===== src/rtl/mem_arbiter.sv =====
// Single-port access controller for the unified instruction/data RAM.
// Arbitrates fetch vs load/store with a bounded-starvation rule; IDLE -> ISSUE -> RESP.
module mem_arbiter #(
  parameter int AW           = 16,
  parameter int STARVE_LIMIT = 2
) (
  input  logic        clk,
  input  logic        reset,
  input  logic        if_req,
  input  logic [31:0] if_addr,
  output logic        if_ack,
  output logic [31:0] if_data,
  output logic        if_err,
  input  logic        d_req,
  input  logic        d_we,
  input  logic [31:0] d_addr,
  input  logic [31:0] d_wdata,
  output logic        d_ack,
  output logic [31:0] d_rdata,
  output logic        d_err,
  output logic        mem_en,
  output logic [1:0]  mem_rw,
  output logic [31:0] mem_addr,
  output logic [31:0] mem_pc,
  output logic [31:0] mem_din,
  input  logic [31:0] mem_dout,
  input  logic [31:0] mem_fetch,
  output logic        busy
);

  localparam int CW = (STARVE_LIMIT < 1) ? 1 : $clog2(STARVE_LIMIT + 1);

  typedef enum logic [1:0] {
    S_IDLE  = 2'd0,
    S_ISSUE = 2'd1,
    S_RESP  = 2'd2
  } state_t;

  state_t          r_state;
  logic [CW-1:0]   r_starve_cnt;
  logic            r_grant_d;
  logic            r_we;
  logic            r_err;

  logic            w_if_oor;
  logic            w_d_oor;
  logic            w_starved;
  logic            w_grant_d;

  assign w_if_oor  = (if_addr >> AW) != 32'd0;
  assign w_d_oor   = (d_addr >> AW) != 32'd0;
  assign w_starved = (r_starve_cnt == CW'(STARVE_LIMIT));
  // Data wins a tie unless fetch has already lost STARVE_LIMIT times in a row.
  assign w_grant_d = d_req && !(if_req && w_starved);

  // Arbitration FSM; every output is a register updated here.
  always_ff @(posedge clk) begin
    if (reset) begin
      r_state      <= S_IDLE;
      r_starve_cnt <= '0;
      r_grant_d    <= 1'b0;
      r_we         <= 1'b0;
      r_err        <= 1'b0;
      if_ack       <= 1'b0;
      if_data      <= 32'd0;
      if_err       <= 1'b0;
      d_ack        <= 1'b0;
      d_rdata      <= 32'd0;
      d_err        <= 1'b0;
      mem_en       <= 1'b0;
      mem_rw       <= 2'b00;
      mem_addr     <= 32'd0;
      mem_pc       <= 32'd0;
      mem_din      <= 32'd0;
      busy         <= 1'b0;
    end else begin
      case (r_state)
        S_IDLE: begin
          if (if_req || d_req) begin
            r_state <= S_ISSUE;
            busy    <= 1'b1;
            if (w_grant_d) begin
              r_grant_d    <= 1'b1;
              r_we         <= d_we;
              r_err        <= w_d_oor;
              r_starve_cnt <= if_req ? (r_starve_cnt + CW'(1)) : '0;
              // Out-of-range accesses never touch the RAM bus.
              if (!w_d_oor) begin
                mem_en   <= 1'b1;
                mem_rw   <= d_we ? 2'b10 : 2'b01;
                mem_addr <= d_addr;
                if (d_we) begin
                  mem_din <= d_wdata;
                end
              end
            end else begin
              r_grant_d    <= 1'b0;
              r_we         <= 1'b0;
              r_err        <= w_if_oor;
              r_starve_cnt <= '0;
              if (!w_if_oor) begin
                mem_en <= 1'b1;
                mem_rw <= 2'b00;
                mem_pc <= if_addr;
              end
            end
          end
        end
        S_ISSUE: begin
          r_state <= S_RESP;
          mem_en  <= 1'b0;
          mem_rw  <= 2'b00;
          if (r_grant_d) begin
            d_ack <= 1'b1;
            d_err <= r_err;
            if (!r_we) begin
              d_rdata <= r_err ? 32'd0 : mem_dout;
            end
          end else begin
            if_ack  <= 1'b1;
            if_err  <= r_err;
            if_data <= r_err ? 32'd0 : mem_fetch;
          end
        end
        S_RESP: begin
          r_state <= S_IDLE;
          busy    <= 1'b0;
          if_ack  <= 1'b0;
          if_err  <= 1'b0;
          d_ack   <= 1'b0;
          d_err   <= 1'b0;
        end
        default: begin
          r_state <= S_IDLE;
          busy    <= 1'b0;
          mem_en  <= 1'b0;
          mem_rw  <= 2'b00;
          if_ack  <= 1'b0;
          if_err  <= 1'b0;
          d_ack   <= 1'b0;
          d_err   <= 1'b0;
        end
      endcase
    end
  end

endmodule


===== config.mk =====
export PLATFORM = sky130hd
export DESIGN_NAME = mem_arbiter
export DESIGN_NICKNAME = d
export VERILOG_FILES = /design/src/rtl/mem_arbiter.sv
export SDC_FILE = /design/constraint.sdc
export NUM_CORES = 1
export LEC_CHECK = 0
export CORE_ASPECT_RATIO = 1.1
export CORE_MARGIN = 3
export CORE_UTILIZATION = 41
export CTS_CLUSTER_DIAMETER = 60
export CTS_CLUSTER_SIZE = 12
export DETAILED_ROUTE_END_ITERATION = 12
export PLACE_DENSITY = 0.82
export SYNTH_ARGS = -nofsm -noshare
export SYNTH_HDL_FRONTEND = slang
export SYNTH_SLANG_ARGS = --single-unit

===== constraint.sdc =====
create_clock -name clk -period 2.4 [get_ports clk]
set_input_delay 0.48 -clock clk [delete_from_list [all_inputs] [get_ports clk]]
set_output_delay 0.48 -clock clk [all_outputs]
set_load 0.01 [all_outputs]

==> results of run 1 <==
==> through the flow <==
stage	util [%]	instance area (sq um)	worst slack, ns	power, mW	std cells
3_5_place_dp	65.2	9970	0.0519	3.80	1215
4_1_cts	69.1	10600	0.481	6.55	1247
5_1_grt	69.1	10600	0.400	6.74	1247
2_1_floorplan	-	6490	0.765	3.34	731
6_report	69.1	10600	0.460	6.48	1247
3_3_place_gp	65.2	9970	0.128	3.79	1215
==> cell families (layout without fill, tap and decap cells) <==
logic type / after synthesis / in the layout / share of synthesized area (%)
AOI/OAI and AO/OA: 208 / 208 / 16.7
adders and majority gates: 1 / 1 / 0.193
buffers and inverters: 70 / 390 / 5.09
DFF: 175 / 175 / 53.9
muxes: 4 / 4 / 0.616
and+or+nand+nor: 273 / 273 / 23.5
==> critical path: stages <==
cell,delay (ns)
sky130_fd_sc_hd__clkdlybuf4s50_1,0.41
sky130_fd_sc_hd__nor4_1,0.43
sky130_fd_sc_hd__and4_1,0.31
sky130_fd_sc_hd__buf_12,0.22
sky130_fd_sc_hd__a21oi_2,0.18
sky130_fd_sc_hd__and2_1,0.22
==> cells in the final DEF, fill, tap and decap left out, types with 3 or more instances in the layout <==
cell | netlist | routed
sky130_fd_sc_hd__clkdlybuf4s50_1 | 0 | 331
sky130_fd_sc_hd__dfxtp_1 | 175 | 175
sky130_fd_sc_hd__a21oi_1 | 134 | 134
sky130_fd_sc_hd__nand2_1 | 71 | 71
sky130_fd_sc_hd__nand3_1 | 67 | 67
sky130_fd_sc_hd__nand3b_1 | 64 | 64
sky130_fd_sc_hd__o21ai_0 | 59 | 59
sky130_fd_sc_hd__and2_1 | 32 | 32
sky130_fd_sc_hd__buf_4 | 6 | 20
sky130_fd_sc_hd__clkbuf_16 | 0 | 17
sky130_fd_sc_hd__nor4_1 | 8 | 8
sky130_fd_sc_hd__nor2_1 | 9 | 8
sky130_fd_sc_hd__o21ai_1 | 6 | 6
sky130_fd_sc_hd__inv_6 | 0 | 5
sky130_fd_sc_hd__nand2b_1 | 4 | 4
sky130_fd_sc_hd__mux2i_1 | 4 | 4
sky130_fd_sc_hd__buf_12 | 0 | 4
sky130_fd_sc_hd__inv_1 | 3 | 3
sky130_fd_sc_hd__nor3_1 | 3 | 3
==> sequential cells by signal, indices dropped and copies added (netlist names) <==
| register | count |
|---|---|
| d_rdata | 32 |
| if_data | 32 |
| mem_addr | 32 |
| mem_din | 32 |
| mem_pc | 32 |
| mem_rw | 2 |
| r_starve_cnt | 2 |
| r_state | 2 |
| busy | 1 |
| d_ack | 1 |
| d_err | 1 |
| if_ack | 1 |
| if_err | 1 |
| mem_en | 1 |
| r_err | 1 |
| r_grant_d | 1 |
| r_we | 1 |
==> worst paths after layout <==
check                        from            to  slack, ns  cells past startpoint
setup / recovery       d_addr[26]  mem_addr[18]       0.46                      6
hold / removal        d_rdata[30]   d_rdata[30]       0.45                      2
setup reg to reg  r_starve_cnt[0]   mem_addr[3]       0.58                      7
hold reg to reg       d_rdata[30]   d_rdata[30]       0.45                      2
==> power breakdown <==
| group | internal, mW | leakage, nW | switching, mW |
|---|---|---|---|
| registers | 2.96 | 1.41 | 0.0337 |
| logic | 0.424 | 1.91 | 0.318 |
| clock network | 1.56 | 0.281 | 1.19 |
==> metal layers <==
metal	routed length, um	track usage (%)
met2	10400	39.2
met5	0	0
met3	1820	8.80
met1	8210	26.4
met4	624	9.54
==> cell type report <==
type | count | area (sq um)
Inverter | 3 | 11.3
Multi-Input combinational cell | 486 | 2670
Clock buffer | 19 | 433
Clock inverter | 13 | 153
Tap cell | 196 | 245
Fill cell | 1237 | 4730
Timing Repair Buffer | 355 | 3540
Sequential cell | 175 | 3500
==> metrics.log, run 1 <==
[metrics] number of buffers added by the clock tree synthesis step: 17
[metrics] power density cells: ~600 nW/um^2
[metrics] top flip-flop cell by instance count after synthesis: sky130_fd_sc_hd__dfxtp_1
[metrics] I/O pin total: ~330
[metrics] final wirelength: approximately 21000 um
[metrics] largest driver fanout on the critical path: 37
[metrics] core region area: 15300 sq um
[metrics] syn nets: 897
[metrics] clk slew on worst S/H paths: about 0.07 ns
[metrics] final-layout setup total negative slack: 0 ns
[metrics] WL per Instance: between 15 and 20 um
[metrics] Final Skew: roughly 0.0095 ns
[metrics] DR vias/cell: ~5.2
[metrics] Initial Utilization: 42.5%
[metrics] chip height: approximately 140 um
[metrics] sum of net half-perimeters after detailed placement: 15000 um
[metrics] share of cells above drive strength 1: 5.99%
[metrics] Peak supply drop: roughly 0.47 mV
[metrics] number of instances in the synthesized netlist: between 700 and 800
[metrics] status: completed
[metrics] transition time at the pin with the least slew margin: 0.692 ns
[metrics] synth top area cells: sky130_fd_sc_hd__dfxtp_1 54%, sky130_fd_sc_hd__a21oi_1 10%, sky130_fd_sc_hd__nand3b_1 7.4%, sky130_fd_sc_hd__nand3_1 5.2%, sky130_fd_sc_hd__o21ai_0 4.5%
[metrics] Slew Limit Fails: 0
[metrics] setup bufs post-CTS: 0
[metrics] worst setup path category: in -> reg
[metrics] final-layout worst hold slack: ~0.45 ns
[metrics] Area Growth Syn to Fin: 62.6%
[metrics] clock insertion delay at the later pin of the skew report: between 0.4 and 0.5 ns
[metrics] number of distinct library cells after synthesis: 40
[metrics] MaxCap Viol Count: 0
[metrics] root buffer cell: sky130_fd_sc_hd__clkbuf_16
[metrics] Period minus WS final: 1.94 ns
[metrics] total global routing track utilization: a little under a quarter
[metrics] required time of the critical path: approximately 2.7 ns
[metrics] number of antenna-violating nets in the routed design: 0
[metrics] antenna violations before repair: 0
[metrics] CTS HTree Levels: 4
[metrics] cell with the most instances after synthesis: sky130_fd_sc_hd__dfxtp_1
[metrics] clk sink count: about 180
[metrics] die extent in x: around 130 um
[metrics] FF+latch count, synth: about 180
[metrics] final hold violation count: 0
[metrics] final global-route overflow total: 0
[metrics] warning count from the yosys run: 0
[metrics] Worst Setup Start Kind: primary input
[metrics] number of antenna repair diodes: 0
[metrics] synthesized area per cell: 8.89 sq um
[metrics] total of buffers placed on input and output ports: approximately 330
[metrics] final period utilization: between 80 and 90%
[metrics] library cell with the largest summed area after synthesis: sky130_fd_sc_hd__dfxtp_1
[metrics] final weighted congestion in routability-driven placement: slightly above 0.8
[metrics] final setup violation count: 0
[metrics] leakage power figure: between 3 and 4 nW
[metrics] Syn Std Cell Area: roughly 6500 sq um
[metrics] TritonCTS clock tree: yes
[metrics] number of hold buffers added after cts: 0
[metrics] DRC violations left: 0
[metrics] post-synthesis async set-or-reset flop share: 0%
[metrics] unrepaired setup endpoints after global routing: no
[metrics] arrival time of the worst setup path: 2.26 ns
[metrics] top cell types by occurrence after synthesis: 175 x sky130_fd_sc_hd__dfxtp_1, 134 x sky130_fd_sc_hd__a21oi_1, 71 x sky130_fd_sc_hd__nand2_1
[metrics] DRT iter0 DRCs: around 380
[metrics] Hold/Removal Path Class: reg -> reg
[metrics] kind of end point of the critical path: flip-flop
[metrics] number of iterations in the first detailed-routing pass: 4
[metrics] maximum root-to-sink buffer count: 2
[metrics] Seq/Total Area, Yosys: a little over half
[metrics] achievable clock frequency: ~0.52 GHz
[metrics] global-route wire length before repair: about 33000 um
[metrics] number of placement rows: between 40 and 50
[metrics] max-slew headroom at the worst pin: 53.8%
[metrics] number of vias in the routed layout: ~6500
[metrics] vias in the first global route: 6480
[metrics] Die Area: about 17000 sq um
[metrics] count of flip-flops with a built-in enable after synthesis: 0
[metrics] Synth top area share: between 50% and 60%
[metrics] Net count, final: between 1000 and 1500
[metrics] Resized cells post-CTS: 0
[metrics] pin count of the biggest net entering global routing: just under 70
Note: power is estimated with default switching activity, not from simulation.
==> run 2: changes to the inputs <==
--- a/config.mk
+++ b/config.mk
@@ -7,11 +7,11 @@
 export LEC_CHECK = 0
 export CORE_ASPECT_RATIO = 1.1
 export CORE_MARGIN = 3
-export CORE_UTILIZATION = 41
+export CORE_UTILIZATION = 40
 export CTS_CLUSTER_DIAMETER = 60
 export CTS_CLUSTER_SIZE = 12
 export DETAILED_ROUTE_END_ITERATION = 12
-export PLACE_DENSITY = 0.82
+export PLACE_DENSITY = 0.81
 export SYNTH_ARGS = -nofsm -noshare
 export SYNTH_HDL_FRONTEND = slang
 export SYNTH_SLANG_ARGS = --single-unit
==> constraint.sdc (replaced) <==
create_clock -name clk -period 1.9 [get_ports clk]
set_input_delay 0.38 -clock clk [delete_from_list [all_inputs] [get_ports clk]]
set_output_delay 0.38 -clock clk [all_outputs]
set_load 0.01 [all_outputs]
==> metrics.log, run 2 (synthesis gave the netlist of run 1 again) <==
[metrics] status: completed
[metrics] Area Growth Syn to Fin: 65.6%
[metrics] DRT iter0 DRCs: 379
[metrics] number of non-filler instances in the completed layout: 1265
[metrics] Crit. path cell count: 1
[metrics] Final Skew: about 0.011 ns
[metrics] required time of the critical path: around 1.5 ns
[metrics] area after detailed placement: approximately 10000 sq um
[metrics] clk slew on worst S/H paths: around 0.07 ns
[metrics] clk sink count: around 180
[metrics] Resized cells post-CTS: 0
[metrics] Net count, final: about 1200
[metrics] final hold violation count: 0
[metrics] kind of end point of the critical path: output pin
[metrics] Slew Limit Fails: 0
[metrics] CTS HTree Levels: 4
[metrics] Top Family by Delay on Critical Path: buffers and inverters
[metrics] global-route wire length before repair: about 33000 um
[metrics] achievable clock frequency: 0.575 GHz
[metrics] total instance count after detailed placement: 1233
[metrics] vias in the first global route: ~6500
[metrics] die extent in x: ~130 um
[metrics] TritonCTS clock tree: yes
[metrics] unrepaired setup endpoints after global routing: no
[metrics] number of hold buffers added after cts: 0
[metrics] sum of net half-perimeters after detailed placement: 14800 um
[metrics] WL per Instance: about 17 um
[metrics] clock insertion delay at the later pin of the skew report: approximately 0.43 ns
[metrics] final weighted congestion in routability-driven placement: between 0.7 and 0.8
[metrics] Max stage delay on crit path: about 0.56 ns
[metrics] number of placement rows: 48
[metrics] I/O pin total: approximately 330
[metrics] critical path buffer and inverter count: 1
[metrics] final period utilization: between 90 and 100%
[metrics] number of iterations in the first detailed-routing pass: 4
[metrics] filler cell count in the final layout: about 1300
[metrics] final wirelength: around 21000 um
[metrics] final global-route overflow total: 0
[metrics] number of antenna-violating nets in the routed design: 0
[metrics] Critical Path Slowest Stage Cell: sky130_fd_sc_hd__clkdlybuf4s50_1
[metrics] setup bufs post-CTS: 0
[metrics] total power of the final layout: around 8.4 mW
[metrics] most frequent standard cell in the layout excluding fill and tap cells: sky130_fd_sc_hd__clkdlybuf4s50_1
[metrics] largest driver fanout on the critical path: 2
[metrics] maximum root-to-sink buffer count: 2
[metrics] total global routing track utilization: between 20% and 30%
[metrics] share of cells above drive strength 1: under 10%
[metrics] critical-path cell list: clkdlybuf4s50_1
[metrics] arrival time of the worst setup path: 1.36 ns
[metrics] transition time at the pin with the least slew margin: 0.661 ns
[metrics] register-to-register setup slack: ~0.17 ns
[metrics] worst setup path category: reg -> out
[metrics] antenna violations before repair: 0
[metrics] leakage power figure: around 3.7 nW
[metrics] met1 usage in global routing: 25.4%
[metrics] Die Area: ~18000 sq um
[metrics] commonest non-fill, non-tap cells in the layout: 331 x sky130_fd_sc_hd__clkdlybuf4s50_1, 175 x sky130_fd_sc_hd__dfxtp_1, 134 x sky130_fd_sc_hd__a21oi_1, 71 x sky130_fd_sc_hd__nand2_1, 67 x sky130_fd_sc_hd__nand3_1
[metrics] M2 GR Usage: between 30% and 40%
[metrics] worst hold path cell count: 2
[metrics] FF-to-FF path depth: 4
[metrics] number of vias in the routed layout: 6500
[metrics] Period minus WS final: 1.74 ns
[metrics] max-slew headroom at the worst pin: a little under three fifths
[metrics] total of buffers placed on input and output ports: around 330
[metrics] root buffer cell: sky130_fd_sc_hd__clkbuf_16
[metrics] core region area: 15800 sq um
[metrics] final std cell area, no fill: 10800 sq um
[metrics] final setup violation count: 0
[metrics] GR Layer Usage met3: 9.10%
[metrics] Worst Setup Start Kind: flip-flop
[metrics] DR vias/cell: just over 5
[metrics] Peak supply drop: 0.557 mV
[metrics] pin count of the biggest net entering global routing: between 60 and 70
[metrics] number of buffers added by the clock tree synthesis step: 17
[metrics] Hold/Removal Path Class: in -> reg
[metrics] busiest layer in global routing: met2
[metrics] DRC violations left: 0
[metrics] Initial Utilization: 41.1%
[metrics] chip height: around 140 um
[metrics] number of antenna repair diodes: 0
[metrics] MaxCap Viol Count: 0
[metrics] power density cells: a little under 800 nW/um^2
==> run 2: path summary, 6_finish.rpt <==
check                    from           to
hold reg to reg    if_data[8]   if_data[8]
hold / removal          reset         r_we
setup / recovery  mem_din[31]  mem_din[31]
setup reg to reg   r_state[1]   if_data[9]
==> run 2: final cells by class <==
type	count	area [sq um]	share of cell area [%]
Timing Repair Buffer	369	3710	34.5
Sequential cell	175	3500	32.6
Multi-Input combinational cell	486	2670	24.8
Clock buffer	18	439	4.08
Tap cell	200	250	2.33
Clock inverter	14	169	1.57
Inverter	3	11.3	0.105
==> run 2: metal layers <==
metal | vias up | wire length (um)
li1 | 3187 | -
met1 | 3010 | 7910
met2 | 255 | 10300
met3 | 48 | 2000
met4 | 0 | 674
met5 | - | 0
==> run 2: through the flow <==
| stage | TNS (ns) | setup WS [ns] | hold WS [ns] | utilization, % |
|---|---|---|---|---|
| final | 0 | 0.160 | 0.378 | 68.1 |
| after global routing | 0 | 0.00477 | 0.378 | 68.1 |
| after CTS | 0 | 0.132 | 0.366 | 68.1 |
| after detailed placement | -14.59 | -0.232 | 0.442 | 64.2 |
| after global placement | -16.50 | -0.276 | 0.437 | 64.2 |
| after floorplan | 0 | 0.357 | 0.432 | - |
==> run 2: where the power goes <==
group | internal [mW] | switching, mW
Sequential | 3.73 | 0.0432
Combinational | 0.561 | 0.406
Clock | 2.02 | 1.59
Total | 6.32 | 2.04
==> run 3: changes to the inputs <==
--- a/config.mk
+++ b/config.mk
@@ -12,6 +12,7 @@
 export CTS_CLUSTER_SIZE = 12
 export DETAILED_ROUTE_END_ITERATION = 12
 export PLACE_DENSITY = 0.81
+export SETUP_SLACK_MARGIN = 0.05
 export SYNTH_ARGS = -nofsm -noshare
 export SYNTH_HDL_FRONTEND = slang
 export SYNTH_SLANG_ARGS = --single-unit
==> metrics.log, run 3 (synthesis gave the netlist of run 1 again) <==
[metrics] status: completed
[metrics] Net count, final: approximately 1200
[metrics] antenna violations before repair: 0
[metrics] Area Growth Syn to Fin: 65.6%
[metrics] I/O pin total: approximately 330
[metrics] unrepaired setup endpoints after global routing: no
[metrics] max-slew headroom at the worst pin: between 60% and 70%
[metrics] final setup violation count: 0
[metrics] pin count of the biggest net entering global routing: 67
[metrics] most frequent standard cell in the layout excluding fill and tap cells: sky130_fd_sc_hd__clkdlybuf4s50_1
[metrics] final-layout setup total negative slack: 0 ns
[metrics] Worst Setup Start Kind: flip-flop
[metrics] leakage power figure: 3.70 nW
[metrics] clk sink count: about 180
[metrics] sum of net half-perimeters after detailed placement: approximately 15000 um
[metrics] number of hold buffers added after cts: 0
[metrics] arrival time of the worst setup path: about 1.4 ns
[metrics] number of antenna repair diodes: 0
[metrics] critical-path cell list: clkdlybuf4s50_1
[metrics] clk slew on worst S/H paths: roughly 0.07 ns
[metrics] achievable clock frequency: 0.575 GHz
[metrics] final wirelength: 20900 um
[metrics] Initial Utilization: 41.1%
[metrics] Resized cells post-CTS: 0
[metrics] clock insertion delay at the later pin of the skew report: between 0.4 and 0.5 ns
[metrics] final weighted congestion in routability-driven placement: between 0.7 and 0.8
[metrics] DR vias/cell: around 5
[metrics] Hold/Removal Path Class: in -> reg
[metrics] Max stage delay on crit path: ~0.56 ns
[metrics] Slew Limit Fails: 0
[metrics] maximum root-to-sink buffer count: 2
[metrics] DRT iter0 DRCs: between 300 and 400
[metrics] number of buffers added by the clock tree synthesis step: 17
[metrics] required time of the critical path: around 1.5 ns
[metrics] kind of end point of the critical path: output pin
[metrics] final hold violation count: 0
[metrics] critical path buffer and inverter count: 1
[metrics] number of placement rows: 48
[metrics] filler cell count in the final layout: about 1300
[metrics] setup bufs post-CTS: 0
[metrics] Peak supply drop: between 0.5 and 0.6 mV
[metrics] final core area utilization: 68.1%
[metrics] Final Skew: 0.0103 ns
[metrics] worst setup path category: reg -> out
[metrics] number of vias in the routed layout: around 6500
[metrics] final global-route overflow total: 0
[metrics] number of iterations in the first detailed-routing pass: 4
[metrics] final-layout worst hold slack: between 0.3 and 0.4 ns
[metrics] area after detailed placement: slightly above 10000 sq um
[metrics] CTS HTree Levels: 4
[metrics] chip height: 140 um
[metrics] final std cell area, no fill: around 11000 sq um
[metrics] total power of the final layout: 8.36 mW
[metrics] WL per Instance: 16.5 um
[metrics] share of cells above drive strength 1: 7.42%
[metrics] die extent in x: 127 um
[metrics] number of antenna-violating nets in the routed design: 0
[metrics] Die Area: ~18000 sq um
[metrics] transition time at the pin with the least slew margin: 0.500 ns
[metrics] Critical Path Slowest Stage Cell: sky130_fd_sc_hd__clkdlybuf4s50_1
[metrics] root buffer cell: sky130_fd_sc_hd__clkbuf_16
[metrics] MaxCap Viol Count: 0
[metrics] total global routing track utilization: about 23%
[metrics] Period minus WS final: 1.74 ns
[metrics] commonest non-fill, non-tap cells in the layout: 331 x sky130_fd_sc_hd__clkdlybuf4s50_1, 175 x sky130_fd_sc_hd__dfxtp_1, 134 x sky130_fd_sc_hd__a21oi_1, 71 x sky130_fd_sc_hd__nand2_1, 67 x sky130_fd_sc_hd__nand3_1
[metrics] DRC violations left: 0
[metrics] core region area: roughly 16000 sq um
[metrics] global-route wire length before repair: between 30000 and 40000 um
[metrics] vias in the first global route: about 6500
[metrics] TritonCTS clock tree: yes
[metrics] Top Family by Delay on Critical Path: buffers and inverters
[metrics] largest driver fanout on the critical path: 2
[metrics] power density cells: a little under 800 nW/um^2
[metrics] total of buffers placed on input and output ports: about 330
[metrics] final period utilization: about nine tenths
run 3: cell types whose count changed in the layout (fill, tap and decap cells not counted):
cell and delta:
sky130_fd_sc_hd__or2_4 +1, sky130_fd_sc_hd__or2_2 -1
run 3: metrics by stage:
stage / instances / worst slack [ns]
after floorplan: 731 / 0.357
after global placement: 1233 / -0.276
after detailed placement: 1233 / -0.232
after CTS: 1265 / 0.132
after global routing: 1265 / 0.0743
final: 1265 / 0.161
run 3: power breakdown:
group	internal (mW)	switching (mW)
sequential	3.73	0.0435
combinational	0.562	0.408
clock	2.02	1.59
run 3: area by class of cell:
cell class,count,area [sq um],share of cell area (%)
repair buffers,369,3710,34.5
flip-flops and latches,175,3500,32.6
multi-input cells,486,2670,24.8
clock buffers,18,439,4.08
well taps,200,250,2.33
clock inverters,14,169,1.57
inverters,3,11.3,0.105
run 3: worst paths after layout:
kind,startpoint,end,slack (ns),cells after the start
setup reg to reg,r_starve_cnt[0],mem_addr[6],0.25,7
hold / removal,reset,r_we,0.38,2
hold reg to reg,if_data[8],if_data[8],0.45,2
setup / recovery,mem_din[31],mem_din[31],0.16,1
run 3: per-layer routing:
metal / up-vias / GRT usage, % / routed length (um)
met5: - / 0 / 0
met4: 0 / 8.75 / 674
met3: 48 / 9.10 / 1980
met2: 252 / 39.3 / 10300
met1: 3015 / 25.4 / 7990
li1: 3187 / - / -
==> patch (flow settings as in run 2) <==
Change the parameter `AW` from 16 to 15.
--- a/src/rtl/mem_arbiter.sv
+++ b/src/rtl/mem_arbiter.sv
@@ -1,7 +1,7 @@
 // Single-port access controller for the unified instruction/data RAM.
 // Arbitrates fetch vs load/store with a bounded-starvation rule; IDLE -> ISSUE -> RESP.
 module mem_arbiter #(
-  parameter int AW           = 16,
+  parameter int AW           = 15,
   parameter int STARVE_LIMIT = 2
 ) (
   input  logic        clk,
Check against the original RTL: not equivalent (a bounded check fails within 4 cycles, from zero or initial values and one cycle with reset high).
==> patch against run 2 <==
Wire length rose by 3.5%. Total power increased by 1.0%. Non-clock buffer count is 2 higher. Final area is 3.3% higher. Sequential share of layout area shrank 1.0 points. Sequential cell count is the same. Synthesized cell count increased by 0.55%. Count of clock-buffer cells in the layout shrank 1. Area after synthesis increased by 4.7%. Worst setup slack worse by 26 ps. Critical path type is now register to register. Critical endpoint is now mem_addr[5].
==> patch: results (changes against run 2) <==
Status: finished clean (unchanged)
Met2 Use GR: 39.6% (was 39.3%)
DR vias: 6570 (was 6500)
Detailed placement HPWL: 15.8 mm (was 14.8 mm)
Vias in the first global route: 6382 (was 6460)
GP Congestion: 0.821 (was 0.769)
Multiplexer share of the synthesized area: 2.80% (was 0.616%)
Post-Synth Adder-Cell Area: 0.184% (was 0.193%)
Final worst slack: 134 ps (was 160 ps)
Max transition margin: 64.8% (was 55.9%)
DR WL met2: 10.9 mm (was 10.3 mm)
Synth cell count leaders: dfxtp_1 (175), a21oi_1 (116), nand2_1 (72), nand3b_1 (66), clkbuf_1 (42) (was dfxtp_1 (175), a21oi_1 (134), nand2_1 (71), nand3_1 (67), nand3b_1 (64))
Vias per Instance: 5.17 (was 5.14)
Met1 Usage GRT: 25.5% (was 25.4%)
Largest net degree at the start of global routing: 76 (was 67)
Pwr Density: 760 nW/µm² (was 777 nW/µm²)
Routed WL per cell: 17.0 µm (was 16.5 µm)
Pre-CTS setup slack: -376 ps (was -232 ps)
M1 WL: 8.33 mm (was 7.91 mm)
Filler instances: 1379 (was 1292)
Dpl cell area: 10500 µm² (was 10100 µm²)
GRT Util Overall: 22.3% (was 22.9%)
Synth Instances: 735 (was 731)
Iteration-0 DRC Markers: 431 (was 379)
Critical Path AT: 2050 ps (was 1360 ps)
Routing usage on met3: 7.33% (was 9.10%)
Peak supply drop: 515 µV (was 557 µV)
Final setup skew: 13.2 ps (was 10.6 ps)
Worst path top cell family by delay: compound AO/OA/AOI/OAI gates (was buffers and inverters)
Share of layout cells above drive strength 1: 8.52% (was 7.42%)
Synth Area in Compound Gates: 14.3% (was 16.7%)
-- patch: cell count changes in the layout (fill, tap and decap cells not counted), sizes merged, moves of 3 or more --
| cell | before | now |
|---|---|---|
| nand3 | 67 | 34 |
| o21ai | 65 | 34 |
| nand2b | 5 | 31 |
| a21oi | 136 | 116 |
| nor3b | 1 | 19 |
| o31ai | 0 | 16 |
| mux2i | 4 | 19 |
| nand4 | 2 | 17 |
| and2 | 32 | 19 |
| nor3 | 4 | 7 |
-- patch: worst paths after layout --
kind / start / endpoint / slack [ps] / cells past startpoint
min reg2reg: if_data[8] / if_data[8] / 450 / 2
max: r_starve_cnt[0] / mem_addr[5] / 130 / 8
max reg2reg: r_starve_cnt[0] / mem_addr[5] / 130 / 8
min: reset / if_ack / 280 / 2
-- patch: layout make-up --
type	count	area (µm²)	area share, %
clock buffers	17	425	3.83
multi-input cells	487	2990	26.9
repair buffers	371	3730	33.6
flip-flops and latches	175	3500	31.5
inverters	3	11.3	0.101
well taps	204	255	2.30
clock inverters	15	196	1.77
